**config.mk**
```make
export PLATFORM = sky130hd
export DESIGN_NAME = pong_game_renderer
export DESIGN_NICKNAME = d
export VERILOG_FILES = /design/src/rtl/pong_pkg.sv /design/src/rtl/pong_ball_engine.sv /design/src/rtl/pong_game_renderer.sv
export SDC_FILE = /design/constraint.sdc
export NUM_CORES = 1
export LEC_CHECK = 0
export CAP_MARGIN = 15
export CORE_MARGIN = 2
export CORE_UTILIZATION = 55
export CTS_CLUSTER_DIAMETER = 100
export DETAILED_ROUTE_END_ITERATION = 7
export GPL_TIMING_DRIVEN = 0
export PLACE_DENSITY = 0.78
export SKIP_CTS_REPAIR_TIMING = 1
export SLEW_MARGIN = 20
export SYNTH_ARGS = -nofsm -noshare
export SYNTH_HDL_FRONTEND = slang
export SYNTH_HIERARCHICAL = 1
export SYNTH_SLANG_ARGS = --single-unit
```
**constraint.sdc**
```tcl
create_clock -name clk -period 3 [get_ports clk]
set_input_delay 0.3 -clock clk [delete_from_list [all_inputs] [get_ports clk]]
set_output_delay 0.3 -clock clk [all_outputs]
set_load 0.01 [all_outputs]
```
**src/rtl/pong_pkg.sv**
```systemverilog
// pong_pkg: game-state encoding, pixel colours and screen geometry
// shared by the pong renderer and its ball engine.
package pong_pkg;

    typedef enum logic [1:0] {
        ST_SERVE = 2'd0,
        ST_PLAY  = 2'd1,
        ST_MISS  = 2'd2
    } state_e;

    localparam logic [2:0] C_NONE   = 3'b000;
    localparam logic [2:0] C_BALL   = 3'b010;
    localparam logic [2:0] C_PADDLE = 3'b100;
    localparam logic [2:0] C_WALL   = 3'b001;
    localparam logic [2:0] C_FLASH  = 3'b101;

    localparam int H_VISIBLE = 640;
    localparam int V_VISIBLE = 480;
    localparam int H_LAST    = 767;

    localparam int CNT_W = 7;

endpackage

```
**src/rtl/pong_ball_engine.sv**
```systemverilog
// pong_ball_engine: per-frame ball motion, wall/paddle bounces and miss
// detection; the ball is parked at screen centre while serving.
module pong_ball_engine
    import pong_pkg::*;
#(
    parameter int BALL_SIZE  = 8,
    parameter int BALL_SPEED = 2,
    parameter int PADDLE_W   = 64,
    parameter int PADDLE_Y   = 460,
    parameter int WALL       = 8
) (
    input  logic       clk,
    input  logic       reset,
    input  logic       frame_tick_i,
    input  logic [9:0] paddle_x_i,
    input  state_e     state_i,
    output logic [9:0] ball_x_o,
    output logic [8:0] ball_y_o,
    output logic       miss_o
);

    localparam logic [10:0] BS = 11'(BALL_SIZE);
    localparam logic [10:0] SP = 11'(BALL_SPEED);
    localparam logic [10:0] PW = 11'(PADDLE_W);
    localparam logic [10:0] PY = 11'(PADDLE_Y);
    localparam logic [10:0] WL = 11'(WALL);
    localparam logic [10:0] HV = 11'(H_VISIBLE);
    localparam logic [10:0] VV = 11'(V_VISIBLE);

    localparam logic [9:0] X0    = 10'((H_VISIBLE - BALL_SIZE) / 2);
    localparam logic [8:0] Y0    = 9'((V_VISIBLE - BALL_SIZE) / 2);
    localparam logic [9:0] X_MIN = 10'(WALL);
    localparam logic [9:0] X_MAX = 10'(H_VISIBLE - WALL - BALL_SIZE);
    localparam logic [8:0] Y_MIN = 9'(WALL);
    localparam logic [8:0] Y_HIT = 9'(PADDLE_Y - BALL_SIZE);
    localparam logic [9:0] XS    = 10'(BALL_SPEED);
    localparam logic [8:0] YS    = 9'(BALL_SPEED);

    // direction flags: 1 = moving towards larger coordinate
    logic [9:0] x_q, x_d;
    logic [8:0] y_q, y_d;
    logic       dx_q, dx_d;
    logic       dy_q, dy_d;

    logic [10:0] x, y, px;
    logic        hit_l, hit_r, hit_t, hit_p, fall, step;

    assign x  = {1'b0, x_q};
    assign y  = {2'b0, y_q};
    assign px = {1'b0, paddle_x_i};

    assign hit_l = !dx_q && (x < WL + SP);
    assign hit_r = dx_q && (x + BS + SP > HV - WL);
    assign hit_t = !dy_q && (y < WL + SP);
    assign hit_p = dy_q && (y + BS <= PY) && (y + BS + SP >= PY)
                   && (x + BS > px) && (x < px + PW);
    assign fall  = dy_q && (y + BS + SP > VV);
    assign step  = frame_tick_i && (state_i == ST_PLAY);

    assign miss_o = step && fall;

    always_comb begin
        x_d  = x_q;
        y_d  = y_q;
        dx_d = dx_q;
        dy_d = dy_q;
        if (state_i == ST_SERVE) begin
            x_d  = X0;
            y_d  = Y0;
            dx_d = 1'b1;
            dy_d = 1'b0;
        end else if (step && !fall) begin
            if (hit_l) begin
                x_d  = X_MIN;
                dx_d = 1'b1;
            end else if (hit_r) begin
                x_d  = X_MAX;
                dx_d = 1'b0;
            end else begin
                x_d = dx_q ? x_q + XS : x_q - XS;
            end
            if (hit_t) begin
                y_d  = Y_MIN;
                dy_d = 1'b1;
            end else if (hit_p) begin
                y_d  = Y_HIT;
                dy_d = 1'b0;
            end else begin
                y_d = dy_q ? y_q + YS : y_q - YS;
            end
        end
    end

    always_ff @(posedge clk) begin
        if (reset) begin
            x_q  <= X0;
            y_q  <= Y0;
            dx_q <= 1'b1;
            dy_q <= 1'b0;
        end else begin
            x_q  <= x_d;
            y_q  <= y_d;
            dx_q <= dx_d;
            dy_q <= dy_d;
        end
    end

    assign ball_x_o = x_q;
    assign ball_y_o = y_q;

endmodule

```
**src/rtl/pong_game_renderer.sv**
```systemverilog
// pong_game_renderer: serve/play/miss FSM, paddle and registered pixel colour.
// Define PONG_AUTO_SERVE_EN to launch the ball automatically from SERVE.
module pong_game_renderer
    import pong_pkg::*;
#(
    parameter int BALL_SIZE    = 8,
    parameter int BALL_SPEED   = 2,
    parameter int PADDLE_W     = 64,
    parameter int PADDLE_H     = 8,
    parameter int PADDLE_Y     = 460,
    parameter int PADDLE_SPEED = 4,
    parameter int WALL         = 8,
    parameter int MISS_FRAMES  = 60,
    parameter int SERVE_FRAMES = 120
) (
    input  logic       clk,
    input  logic       reset,
    input  logic       pix_ce,
    input  logic [9:0] CounterX,
    input  logic [8:0] CounterY,
    input  logic       inDisplayArea,
    input  logic       btn_left,
    input  logic       btn_right,
    input  logic       btn_serve,
    output logic       vga_r,
    output logic       vga_g,
    output logic       vga_b,
    output logic [3:0] misses,
    output logic [1:0] game_state
);

    localparam logic [9:0] PAD0    = 10'((H_VISIBLE - PADDLE_W) / 2);
    localparam logic [9:0] PAD_MIN = 10'(WALL);
    localparam logic [9:0] PAD_MAX = 10'(H_VISIBLE - WALL - PADDLE_W);
    localparam logic [9:0] PSTEP   = 10'(PADDLE_SPEED);

    localparam logic [CNT_W-1:0] MISS_LAST = CNT_W'(MISS_FRAMES - 1);

    localparam logic [10:0] BS = 11'(BALL_SIZE);
    localparam logic [10:0] PW = 11'(PADDLE_W);
    localparam logic [10:0] PH = 11'(PADDLE_H);
    localparam logic [10:0] PY = 11'(PADDLE_Y);
    localparam logic [10:0] WL = 11'(WALL);
    localparam logic [10:0] HV = 11'(H_VISIBLE);

    state_e           state_q, state_d;
    logic [3:0]       misses_q, misses_d;
    logic [CNT_W-1:0] cnt_q, cnt_d;
    logic [9:0]       pad_q, pad_d;
    logic [2:0]       rgb_q, rgb_d;

    logic       frame_tick, launch, miss;
    logic [9:0] ball_x;
    logic [8:0] ball_y;

    assign frame_tick = pix_ce && (CounterX == 10'(H_LAST))
                        && (CounterY == 9'(V_VISIBLE - 1));

`ifdef PONG_AUTO_SERVE_EN
    localparam logic [CNT_W-1:0] SERVE_LAST = CNT_W'(SERVE_FRAMES - 1);
    assign launch = btn_serve || (cnt_q == SERVE_LAST);
`else
    logic unused_serve_cfg;
    assign unused_serve_cfg = (SERVE_FRAMES == 0);
    assign launch = btn_serve;
`endif

    pong_ball_engine #(
        .BALL_SIZE  (BALL_SIZE),
        .BALL_SPEED (BALL_SPEED),
        .PADDLE_W   (PADDLE_W),
        .PADDLE_Y   (PADDLE_Y),
        .WALL       (WALL)
    ) u_ball (
        .clk          (clk),
        .reset        (reset),
        .frame_tick_i (frame_tick),
        .paddle_x_i   (pad_q),
        .state_i      (state_q),
        .ball_x_o     (ball_x),
        .ball_y_o     (ball_y),
        .miss_o       (miss)
    );

    always_comb begin
        state_d  = state_q;
        misses_d = misses_q;
        cnt_d    = cnt_q;
        if (frame_tick) begin
            cnt_d = cnt_q + 1'b1;
            unique case (state_q)
                ST_SERVE: if (launch) state_d = ST_PLAY;
                ST_PLAY: begin
                    if (miss) begin
                        state_d  = ST_MISS;
                        misses_d = misses_q + 1'b1;
                        cnt_d    = '0;
                    end
                end
                ST_MISS: begin
                    if (cnt_q == MISS_LAST) begin
                        state_d = ST_SERVE;
                        cnt_d   = '0;
                    end
                end
                default: state_d = ST_SERVE;
            endcase
        end
    end

    always_comb begin
        pad_d = pad_q;
        if (frame_tick && (btn_left ^ btn_right)) begin
            if (btn_left)
                pad_d = (pad_q < PAD_MIN + PSTEP) ? PAD_MIN : pad_q - PSTEP;
            else
                pad_d = (pad_q > PAD_MAX - PSTEP) ? PAD_MAX : pad_q + PSTEP;
        end
    end

    logic [10:0] cx, cy, bx, by, pxl;
    logic        on_ball, on_pad, on_wall;

    assign cx  = {1'b0, CounterX};
    assign cy  = {2'b0, CounterY};
    assign bx  = {1'b0, ball_x};
    assign by  = {2'b0, ball_y};
    assign pxl = {1'b0, pad_q};

    assign on_ball = (cx >= bx) && (cx < bx + BS) && (cy >= by) && (cy < by + BS);
    assign on_pad  = (cx >= pxl) && (cx < pxl + PW) && (cy >= PY) && (cy < PY + PH);
    assign on_wall = (cx < WL) || (cx >= HV - WL) || (cy < WL);

    always_comb begin
        rgb_d = rgb_q;
        if (pix_ce) begin
            if (!inDisplayArea)
                rgb_d = C_NONE;
            else if (on_ball)
                rgb_d = C_BALL;
            else if (on_pad)
                rgb_d = C_PADDLE;
            else if (on_wall)
                rgb_d = (state_q == ST_MISS && cnt_q[3]) ? C_FLASH : C_WALL;
            else
                rgb_d = C_NONE;
        end
    end

    always_ff @(posedge clk) begin
        if (reset) begin
            state_q  <= ST_SERVE;
            misses_q <= '0;
            cnt_q    <= '0;
            pad_q    <= PAD0;
            rgb_q    <= C_NONE;
        end else begin
            state_q  <= state_d;
            misses_q <= misses_d;
            cnt_q    <= cnt_d;
            pad_q    <= pad_d;
            rgb_q    <= rgb_d;
        end
    end

    assign {vga_r, vga_g, vga_b} = rgb_q;
    assign misses     = misses_q;
    assign game_state = state_q;

endmodule

```
==> flow_summary.toml <==
[status]
status = "complete, but fails checks"
failed_checks = "negative setup slack"

[yosys]
synth_largest_area_cell = "ha_1"
yosysSeqAreaShare = 0.1534
yosys_warnings = 6
synth-xor-area-share = 0.07605
yosysTopAreaCellShare = 0.2163
ys_types = 94
synth.area.top_cells = "ha_1 22%, dfxtp_1 15%, xnor2_1 4.5%"
avgSynthCellArea_um2 = 8.155
ys_seq_elements = 43
synth-compound-area-share = 0.2295
synth_common_cells = "97 x ha_1, 61 x inv_1, 49 x nor2_1"
postSynthCellCount = 688
yosysMostFrequentCell = "ha_1"
syn-cell-area_mm2 = 0.005610
synth_fa_ha_area_frac = 0.2235
synth_top_family_by_area = "compound AO/OA/AOI/OAI gates"
synth_mux_area_frac = 0.01606
synth-simple-area-share = 0.2270
ys.flop_type = "dfxtp_1"
async_flop_share = 0
synth_edf_count = 0

[clocking]
numCtsBuffers = 5
cts_tree = "yes"
cts_sinks = 43
clkTransAtPathRegs_ns = 0.09
clock_path_buffers = 2
htreeDepth = 2
clockRootBuffer = "clkbuf_8"
clock_latency_ns = 0.30

[sta]
finalSetupViolCount = 1
period_needed_ns = 3.004
worst_slew_pin_slew_ns = 0.6362
whs_ns = 0.4990
fin_crit_sh = 1.001
fin_skew_ns = 0.009871
hold_viol = 0
slew_viol_final = 0
fmax_ghz = 0.3329
setup_slack_ns = -0.004065
relSlewSlack = 0.5714

[routing]
drt_drc_violations_left = 0
num_vias = 5454
drt_iter0_markers = 373
wl_per_cell_um = 17.30
ant_nets = 0
viasPerCell = 6.184
routed_wl_mm = 15.26
drt_pre_antenna_iters = 5

[global_routing]
grt_max_degree = 17
antenna_found_initial = 0
overflow = 0
grt_pass1_vias = 5184
grt_pass1_wl_mm = 24.10
track_usage = 0.2616

[pwr]
p_leak_nw = 2.708
power_frac_seq = 0.442
swShare = 0.2368
power_switching_uw = 301.8
combinationalPowerShare = 0.126
p_int_uw = 972.5
p_per_area_mw_per_mm2 = 195.1
ir_worst_vdd_v = 0.0002213
clockPowerShare = 0.432

[floorplanning]
coreArea_mm2 = 0.009819
die_w_um = 105
initial_core_util = 0.5714
io_pins = 35
rows = 36
die_area_mm2 = 0.01103
die_y_um = 105

[placement]
place_area_mm2 = 0.006125
place.detailed.hpwl_mm = 11.36
placedCellCount = 857
port_buffers = 34
gp_congestion = 0.9144

[final_layout]
fill_cells = 841
regArea_um2 = 894.6
fin_cells = 882
area_growth_pct = 16.39
final_cell_area_mm2 = 0.006530
n_antenna_cell = 0
drive_gt1_frac = 0.1455
multi_input_area_mm2 = 0.004458
final_nets = 873

[worst_setup_path]
path_max_fanout = 6
r2r-start = "u_ball/ball_x_o[3]"
critPathArrivalTime_ns = 3.20
crit_type = "flop to flop"
startpoint_type = "flop"
worstPathRequired_ns = 3.20
cp-end-kind = "flop"
startpoint = "u_ball/ball_x_o[3]"

[min_path]
hp-class = "flop to flop"
min_from = "misses[3]"

[flow_run]
max-cap-violations = 0
final cells by class:
class | instances | area share
inverters | 63 | 0.03621
repair buffers | 52 | 0.07243
multi-input cells | 564 | 0.6827
well taps | 133 | 0.02548
plain buffers | 19 | 0.02587
clock inverters | 2 | 0.009197
clock buffers | 6 | 0.01111
flip-flops and latches | 43 | 0.1370
critical path: stages, from the launching register on:
cell and delay [ns]:
dfxtp_4 0.41, ha_4 0.17, and3_1 0.16, buf_4 0.14, nand3_1 0.12, xnor2_2 0.18, ha_1 0.34, nand4_1 0.15
nor2_2 0.19, o211ai_1 0.13, a311oi_2 0.27, buf_4 0.18, o211ai_4 0.12, a221o_1 0.33
placed cells by master (no fill, tap or decap), types with 4 or more instances in the layout:
cell type,synthesis,layout
a211o_1,5,5
and3_1,7,6
ha_1,97,93
nand3b_1,4,4
nand2b_1,8,8
a21o_1,7,7
xnor2_1,29,28
buf_6,6,7
xor2_1,16,16
dfxtp_4,0,8
nand3_2,3,4
clkdlybuf4s50_1,0,34
buf_4,4,20
nor2b_1,11,11
inv_1,61,61
o21ai_0,37,37
nor3_1,17,16
nor4_1,12,10
dfxtp_1,43,32
clkbuf_8,2,7
a21oi_1,38,37
nand3_1,31,30
o211ai_1,12,12
clkbuf_1,4,4
o22ai_1,4,4
nor2_1,49,47
mux2i_1,9,9
nand2_1,35,34
or3_1,4,4
a221o_1,5,5
conb_1,2,4
a211oi_1,6,6
a31oi_1,5,5
nor2_2,4,6
nand4_1,12,12
per-layer routing:
layer  global-route usage  wire, µm  vias to the layer above
li1                     -         -                     2656
met2               0.4443      7356                      174
met3              0.03930       758                       20
met1               0.3383      6864                     2604
met4              0.08571       278                        0
met5                    0         0                        -
worst paths after layout:
check	endpoint	slack, ns	depth (start not counted)
setup reg to reg	u_ball/ball_y_o[5]	-0.004	13
hold reg to reg	misses[3]	0.50	2
hold / removal	misses[3]	0.50	2
setup / recovery	u_ball/ball_y_o[5]	-0.004	13
flip-flops by register name, indices dropped and copies added, names as in the netlist:
signal and flops:
u_ball/ball_x_o 9, pad_q 8, u_ball/ball_y_o 8, cnt_q 7, misses 4, rgb_q 3
game_state 2, u_ball/dx_q 1, u_ball/dy_q 1
logic make-up (layout without fill, tap and decap cells):
family	after synthesis	in the layout
fa+ha+maj	99	99
buf+inv	84	142
flops	43	43
simple gates	227	227
compound gates	177	178
xor+xnor	47	47
other cells	2	4
mux	9	9
power groups by stage:
stage,Combinational [mW],Sequential [mW],Clock (mW)
floorplan,0.0799,0.585,0
CTS,0.157,0.571,0.550
global route,0.176,0.564,0.571
global placement,0.150,0.585,0
finish,0.160,0.564,0.550
detailed placement,0.156,0.585,0
per-stage QoR:
stage	power [mW]	utilization	worst slack, ns	setup TNS, ns
final	1.274	0.6650	-0.004065	-0.004065
after global routing	1.311	0.6650	-0.07810	-0.1889
after CTS	1.278	0.6372	-0.5634	-10.15
after detailed placement	0.7409	0.6237	-0.6330	-13.07
after global placement	0.7350	0.6237	-0.5864	-11.83
after floorplan	0.6648	-	0.07726	0
Power figures use the tool's default switching activity.
